--- src/rtl/audio_pdm_dac.sv ---
// Audio output stage: small sample FIFO, volume/mute scaling, click-free startup
// ramp, and a one-bit PWM or first-order sigma-delta modulator for an RC filter.
module audio_pdm_dac #(
    parameter int FIFO_DEPTH = 4,
    parameter int RAMP_DIV   = 256
) (
    input  logic                        clk50MHz,
    input  logic                        reset,
    input  logic [7:0]                  sample_in,
    input  logic                        sample_valid,
    output logic                        sample_ready,
    input  logic                        sample_tick,
    input  logic                        mode,
    input  logic [2:0]                  volume,
    input  logic                        mute,
    output logic                        underrun,
    output logic [$clog2(FIFO_DEPTH):0] fifo_level,
    output logic                        pdm_out
);

    localparam int PTR_W  = $clog2(FIFO_DEPTH);
    localparam int LVL_W  = PTR_W + 1;
    localparam int RAMP_W = (RAMP_DIV > 1) ? $clog2(RAMP_DIV) : 1;
    localparam logic [LVL_W-1:0]  FULL_LEVEL = LVL_W'(FIFO_DEPTH);
    localparam logic [RAMP_W-1:0] RAMP_LAST  = RAMP_W'(RAMP_DIV - 1);
    localparam logic [7:0]        MIDSCALE   = 8'h80;

    typedef enum logic {
        RAMP_UP = 1'b0,
        RUN     = 1'b1
    } state_t;

    state_t            state_reg;
    logic [RAMP_W-1:0] ramp_cnt_reg;
    logic [PTR_W-1:0]  wr_ptr_reg;
    logic [PTR_W-1:0]  rd_ptr_reg;
    logic [LVL_W-1:0]  level_reg;
    logic [LVL_W-1:0]  level_next;
    logic [7:0]        cur_sample_reg;
    logic [7:0]        lvl_reg;
    logic              underrun_reg;
    logic [7:0]        fifo_mem [FIFO_DEPTH];

    logic [7:0]        pwm_cnt_reg;
    logic [7:0]        pwm_lvl_reg;
    logic [7:0]        acc_reg;
    logic              pdm_reg;
    logic [8:0]        sd_sum;

    logic              push;
    logic              pop;
    logic              tick_empty;

    logic signed [8:0] centered;
    logic [7:0]        shifted [8];
    logic [7:0]        target_level;

    assign sample_ready = (level_reg != FULL_LEVEL);
    assign push         = sample_valid && sample_ready;
    assign pop          = (state_reg == RUN) && sample_tick && (level_reg != '0);
    assign tick_empty   = (state_reg == RUN) && sample_tick && (level_reg == '0);

    always_comb begin
        level_next = level_reg;
        case ({push, pop})
            2'b10:   level_next = level_reg + LVL_W'(1);
            2'b01:   level_next = level_reg - LVL_W'(1);
            default: level_next = level_reg;
        endcase
    end

    // Sample storage carries no reset so it maps onto plain RAM/LUT storage.
    always_ff @(posedge clk50MHz) begin
        if (push) begin
            fifo_mem[wr_ptr_reg] <= sample_in;
        end
    end

    // Volume is an arithmetic shift of the sample re-centred around zero.
    assign centered = $signed({1'b0, cur_sample_reg}) - 9'sd128;

    genvar gi;
    generate
        for (gi = 0; gi < 8; gi++) begin : g_shift
            assign shifted[gi] = 8'(centered >>> gi);
        end
    endgenerate

    assign target_level = mute ? MIDSCALE : (shifted[volume] + MIDSCALE);

    always_ff @(posedge clk50MHz or posedge reset) begin
        if (reset) begin
            state_reg      <= RAMP_UP;
            ramp_cnt_reg   <= '0;
            wr_ptr_reg     <= '0;
            rd_ptr_reg     <= '0;
            level_reg      <= '0;
            cur_sample_reg <= MIDSCALE;
            lvl_reg        <= '0;
            underrun_reg   <= 1'b0;
        end else begin
            level_reg    <= level_next;
            underrun_reg <= tick_empty;
            if (push) begin
                wr_ptr_reg <= wr_ptr_reg + PTR_W'(1);
            end
            if (pop) begin
                rd_ptr_reg     <= rd_ptr_reg + PTR_W'(1);
                cur_sample_reg <= fifo_mem[rd_ptr_reg];
            end
            case (state_reg)
                RAMP_UP: begin
                    if (ramp_cnt_reg == RAMP_LAST) begin
                        ramp_cnt_reg <= '0;
                        lvl_reg      <= lvl_reg + 8'd1;
                        if (lvl_reg == MIDSCALE - 8'd1) begin
                            state_reg <= RUN;
                        end
                    end else begin
                        ramp_cnt_reg <= ramp_cnt_reg + RAMP_W'(1);
                    end
                end
                default: begin
                    lvl_reg <= target_level;
                end
            endcase
        end
    end

    // The carry out of the 8-bit accumulator is the sigma-delta bit; both the
    // accumulator and PWM counter free-run so a mode switch never resets them.
    assign sd_sum = {1'b0, acc_reg} + {1'b0, lvl_reg};

    always_ff @(posedge clk50MHz or posedge reset) begin
        if (reset) begin
            pwm_cnt_reg <= '0;
            pwm_lvl_reg <= '0;
            acc_reg     <= '0;
            pdm_reg     <= 1'b0;
        end else begin
            pwm_cnt_reg <= pwm_cnt_reg + 8'd1;
            if (pwm_cnt_reg == 8'hFF) begin
                pwm_lvl_reg <= lvl_reg;
            end
            acc_reg <= sd_sum[7:0];
            pdm_reg <= mode ? sd_sum[8] : (pwm_cnt_reg < pwm_lvl_reg);
        end
    end

    assign underrun   = underrun_reg;
    assign fifo_level = level_reg;
    assign pdm_out    = pdm_reg;

endmodule

--- config.mk ---
export PLATFORM = sky130hd
export DESIGN_NAME = audio_pdm_dac
export DESIGN_NICKNAME = d
export VERILOG_FILES = /design/src/rtl/audio_pdm_dac.sv
export SDC_FILE = /design/constraint.sdc
export NUM_CORES = 1
export LEC_CHECK = 0
export ABC_AREA = 1
export CAP_MARGIN = 20
export CORE_ASPECT_RATIO = 1.25
export CORE_MARGIN = 1
export CORE_UTILIZATION = 54
export DETAILED_ROUTE_END_ITERATION = 10
export PLACE_DENSITY = 0.78
export SETUP_SLACK_MARGIN = 0.02
export SLEW_MARGIN = 25
export SYNTH_ARGS = -nofsm -noshare
export SYNTH_HDL_FRONTEND = slang
export SYNTH_SLANG_ARGS = --single-unit
--- constraint.sdc ---
create_clock -name clk50MHz -period 1.8 [get_ports clk50MHz]
set_clock_uncertainty 0.15 [all_clocks]
set_input_delay 0.27 -clock clk50MHz [delete_from_list [all_inputs] [get_ports clk50MHz]]
set_output_delay 0.27 -clock clk50MHz [all_outputs]
set_load 0.01 [all_outputs]
### Yosys cells after proc, flatten, opt, wreduce, memory -nomap -nowiden

Memories as Yosys holds them, arrays and structs flattened. A register that Yosys moved wholly into a read port is not among the register bits.
Cells that the tools add are included.

* memory bits (writable): 32
* register bits after elaboration: 50
* memories kept: 1
* word-level logic and storage cells: 53
* input port bits: 17
* output and inout bits: 6

Memory list
* fifo_mem: depth 4, bits a word 8, read ports 1, clocked after Yosys merged registers in 1, wr ports 1, line 42 `logic [7:0] fifo_mem [FIFO_DEPTH];`

* order comparisons: 2
* bitwise operators: 1
* mux-type cells: 14
* $add $sub $neg: 10
* equal/unequal tests: 6
* reduce and logical (&&, ||, !) cells: 8

Operators with widths (count)
* 8-bit 2-to-1 mux: 6
* 8-bit by 1-bit adder with 8-bit output (second input constant): 3
* 8-bit binary-select mux with 3-bit select: 1
* 8-bit == test (second input constant): 2
* 8-bit by 8-bit adder with 9-bit output: 1
* 8-bit by 8-bit subtractor with 9-bit output (second input constant): 1
* 8-bit adder (second input constant): 1
* 8-bit by 7-bit == test with 1-bit output (second input constant): 1
* 8-bit less-than comparator: 1
* 1-bit 2-to-1 mux: 6
* 3-bit one-hot mux with 2 select lines: 1
* 2-bit by 1-bit adder with 2-bit output (second input constant): 2
* 4-bit greater-or-equal comparator (second input constant): 1
* 1-bit logical AND: 4
* 3-bit inverter with 4-bit output: 1
* 2-bit nonzero test: 2
* 3-bit by 1-bit adder with 3-bit output (second input constant): 1
* 3-bit logical NOT: 1
* 3-bit != test (second input constant): 1
* 3-bit nonzero test: 1
* 3-bit by 1-bit subtractor with 3-bit output (second input constant): 1
* 2-bit by 1-bit == test with 1-bit output (second input constant): 1
* 2-bit == test (second input constant): 1

### Logic depth before layout (Yosys ltp)

* depth in word-level cells: 7
* gate-level depth with buffers: 11
* mapped depth without buffers: 10

### Worst setup path before layout

No wires, ideal clock.

* path kind: reg-to-reg
* from: register level_reg[0] (netlist: fifo_level[0])
* to: register level_reg[2] (netlist: fifo_level[2])
* data required time: 1.519 ns
* library setup time: 0.131 ns
* clock period less this slack: 2.098 ns
* buffers on the path: 1
* stages on the path, launching flop included: 12
* slack: -0.298 ns
* data arrival time: 1.817 ns
* cell sequence: dfrtp_1 inv_2 nand3_2 nand3_2 inv_2 buf_6 ha_1 inv_1 fa_1 a21oi_1 o21ai_0 xor2_1

* cells in the longest elaborated chain, start to end: 4
* elaborated cells on any way between the ends: 10
* classes of those cells: add/sub (2); eq/ne (3); mux (1); reduce/logical (4)

RTL lines
* from (decl): line 37 `logic [LVL_W-1:0] level_reg;`
* from (signal assigned): line 102 `level_reg <= level_next;`
* 3-bit nonzero test (*): line 60 `assign pop = (state_reg == RUN) && sample_tick && (level_reg != '0);`
* 1-bit logical AND (*): line 60
* named net pop: line 51 `logic pop;`
* 2-bit by 1-bit == test with 1-bit output or 2-bit == test (tied branches): line 65 `case ({push, pop})`
* 3-bit one-hot mux with 2 select lines or 2-bit nonzero test (tied branches)

Mark *: on every way through the listed nets, which the timed path passes. The rest lies on a longest branch.
A chain may end at the register's enable or synchronous reset.

### Worst setup path in the final report

* from: register level_reg[1] (netlist: fifo_level[1])
* to: register level_reg[2] (netlist: fifo_level[2])

* cells in the longest elaborated chain, start to end: 4
* elaborated cells on any way between the ends: 10
* classes of those cells: add/sub (2); eq/ne (3); mux (1); reduce/logical (4)

RTL lines (line)
* 3-bit != test or 3-bit nonzero test (tied branches): 58, 60
* 1-bit logical AND (on tied branches): 59, 60
* 2-bit by 1-bit == test with 1-bit output or 2-bit == test (tied branches): 65
* 3-bit one-hot mux with 2 select lines or 2-bit nonzero test (tied branches)

Parallel ways exist; a longest one is shown, timed or not.

==> reports/qor.yml <==
status:
  status: "finished, violations left"
  failed_checks: "negative setup slack"
setup_path:
  reg2reg_slack_ns: -0.15
  cp.required_ns: 1.90
  reg2regPathDepth: 9
  critPathLaunchType: "flop"
  worstPathMaxFanout: 3
  worstSetupPathType: "flop to flop"
  crit_arrival_ns: 2.05
  r2r-end: "fifo_level[2]"
  crit_start: "fifo_level[1]"
  cp-end-kind: "flop"
  rr_startpoint: "fifo_level[1]"
yosys:
  yosysTopAreaCellShare: 0.310
  syn_area_per_cell_um2: 9.48
  synthSimpleGateAreaFrac: 0.213
  syn_area_um2: 4600
  synthAdderAreaFrac: 0.0713
  synthTopCellsByArea: "dfrtp_1, edfxtp_1, nand2_1"
  yosysSeqAreaShare: 0.525
  synth_top_family_by_area: "simple AND/OR/NAND/NOR gates"
  synth_mux_area_frac: 0
  ys_types: 40
  synth_compound_area_frac: 0.0885
  ys_ff_latch: 90
  synth_cells: 485
  synth_xor_area_frac: 0.0362
  synth_top_area_cell: "dfrtp_1"
  yosys_warnings: 0
  syn_nets: 527
clock_network:
  clk_pin_slew_worst_paths_ns: 0.09
  clk_latency_ns: 0.37
  cts_tree: "yes"
  numCtsBuffers: 9
  hold_buffers: 0
  cts-root-buf: "clkbuf_8"
  cts-htree-levels: 3
  ctsLongestPathBuffers: 2
  cts_sinks: 90
floorplan:
  io_pins: 23
  rows: 37
  start_util: 0.558
  die_h_um: 105
  core_um2: 8240
  dieArea_um2: 8890
  die_w_um: 84.5
pwr:
  power.density_nw_per_um2: 695
  switching_share: 0.213
  clkPwrFrac: 0.404
  power.leakage_nw: 2.44
  power_frac_comb: 0.032
  ir_drop_mv: 0.793
  p_switching_mw: 0.800
  intPower_mw: 2.96
  p_seq_frac: 0.564
  finalPower_mw: 3.76
routing:
  drt_wl_total_mm: 8.97
  wl_met1_mm: 3.61
  drt_iter0_markers: 154
  drc: 0
  wl_per_cell_um: 13.9
  routed-wl-met3_um: 235
  final_antenna_net_count: 0
  vias_per_cell: 5.36
  vias: 3470
  dr_wl_met2_mm: 4.85
  dr.pass1.iters: 4
  top_layer: "met4"
final_layout:
  final_cells: 647
  final_common_cell: "nand2_1"
  design_area_um2: 5420
  n_antenna_cell: 0
  largest_reg_flops: 32
  area_growth_pct: 17.8
  regMostFlops: "fifo_mem"
  layout_common_cells: "nand2_1, nor2_1, dfrtp_1, inv_1, buf_4"
  nNetsFinal: 587
  drive_above_1_share: 0.193
place:
  pre_cts_slack_ns: -0.284
  dp.cells: 618
  placed_area_um2: 5070
  gp_congestion: 0.879
  dpl.hpwl_mm: 6.32
  port_buffers: 22
grt:
  grt_overflow: 0
  grt_pass1_wl_mm: 15.2
  grt_start_max_net_pins: 25
  first_global_vias: 3529
  antenna_found_initial: 0
  grt_usage: 0.219
timing:
  post-route-period-util: 1.08
  worst_slack_ns: -0.150
  timing.fmax_mhz: 513
  slew_violations: 0
  rsz0062_at_grt: "true"
  worstMarginPinSlew_ns: 0.417
  hold_viol: 0
  maxSlewHeadroom: 0.721
  finalSetupTns_ns: -0.187
  setup_viol: 2
  fin_crit_ns: 1.95
hold_path:
  holdCritPathClass: "input port to asynchronous set/reset pin"
flow_run:
  drv_cap: 0
==> synthesized netlist by cell type <==
cell type    n
a21boi_1     1
a21o_1       1
a21oi_1     20
a21oi_2      4
a31oi_1      5
buf_2        2
buf_4        5
buf_6        3
clkinv_2     1
dfrtp_1     57
dfstp_2      1
edfxtp_1    32
fa_1         2
ha_1        23
inv_1       42
inv_2        8
inv_4        3
inv_6        1
nand2_1    103
nand2_2      3
nand2_4      1
nand2_8      1
nand3_1     34
nand3_2      4
nand3_4      1
nand3b_1     1
nand4_1      1
nor2_1      57
nor2_2       4
nor2_4       3
nor3_2       1
nor3b_1      1
nor3b_2      1
o21ai_0     18
o21ai_1     11
o21ai_2      5
o21bai_2     1
o22ai_1      4
xnor2_1      4
xor2_1      15
==> kinds of logic (layout without fill, tap and decap cells) <==
family,Yosys count,in the layout
AO/OA/AOI/OAI,70,70
XOR/XNOR,19,19
adder cells (fa/ha/maj),25,25
buffers and inverters,65,130
flip-flops,90,90
AND/OR/NAND/NOR,216,216
==> metal layers <==
layer,up-vias,GRT usage
met2,73,0.402
met1,1665,0.239
met3,22,0.0395
met4,0,0.111
met5,-,0
li1,1710,-
==> power by group through the flow <==
stage	Combinational [mW]	Sequential (mW)	Clock, mW
final	0.120	2.12	1.52
after global routing	0.134	2.12	1.61
after global placement	0.118	2.16	0
after floorplan	0.0505	2.17	0
after CTS	0.121	2.12	1.53
after detailed placement	0.121	2.16	0
==> cell type report <==
| cell class | instances | area, um^2 |
|---|---|---|
| sequential | 90 | 2410 |
| multi-input combinational | 330 | 1930 |
| fill | 624 | 2830 |
| clock buffer | 10 | 128 |
| tap | 97 | 121 |
| timing repair buffer | 59 | 509 |
| inverter | 55 | 224 |
| clock inverter | 6 | 90.1 |
==> metrics by stage <==
stage	hold slack, ns	util
2_1_floorplan	0.213	-
3_3_place_gp	0.304	0.615
3_5_place_dp	0.314	0.615
4_1_cts	0.100	0.652
5_1_grt	0.133	0.657
6_report	0.0959	0.657
==> worst max-delay path, stage by stage (launching register included) <==
cell and delay, ns:
dfrtp_1 0.40, inv_2 0.09, nand3_1 0.13, nand2_2 0.13, ha_4 0.14, inv_2 0.04
fa_2 0.38, a21oi_2 0.16, o21ai_2 0.08, xor2_1 0.14
==> timing repair <==
item / 4_1_cts / 5_1_grt
setup endpoints to repair: 4 / 6
buffers inserted: 11 / 2
pin swaps: 1 / 4
gates resized for setup: 4 / 7
==> worst max path at each step <==
stage	cells past startpoint	to	slack (ns)
detailed placement	9	fifo_level[2]	-0.28
global route	9	fifo_level[2]	-0.22
global placement	9	fifo_level[2]	-0.24
finish	9	fifo_level[2]	-0.15
CTS	10	fifo_level[2]	-0.01
floorplan	11	fifo_level[2]	-0.23
Power figures use the tool's default switching activity.
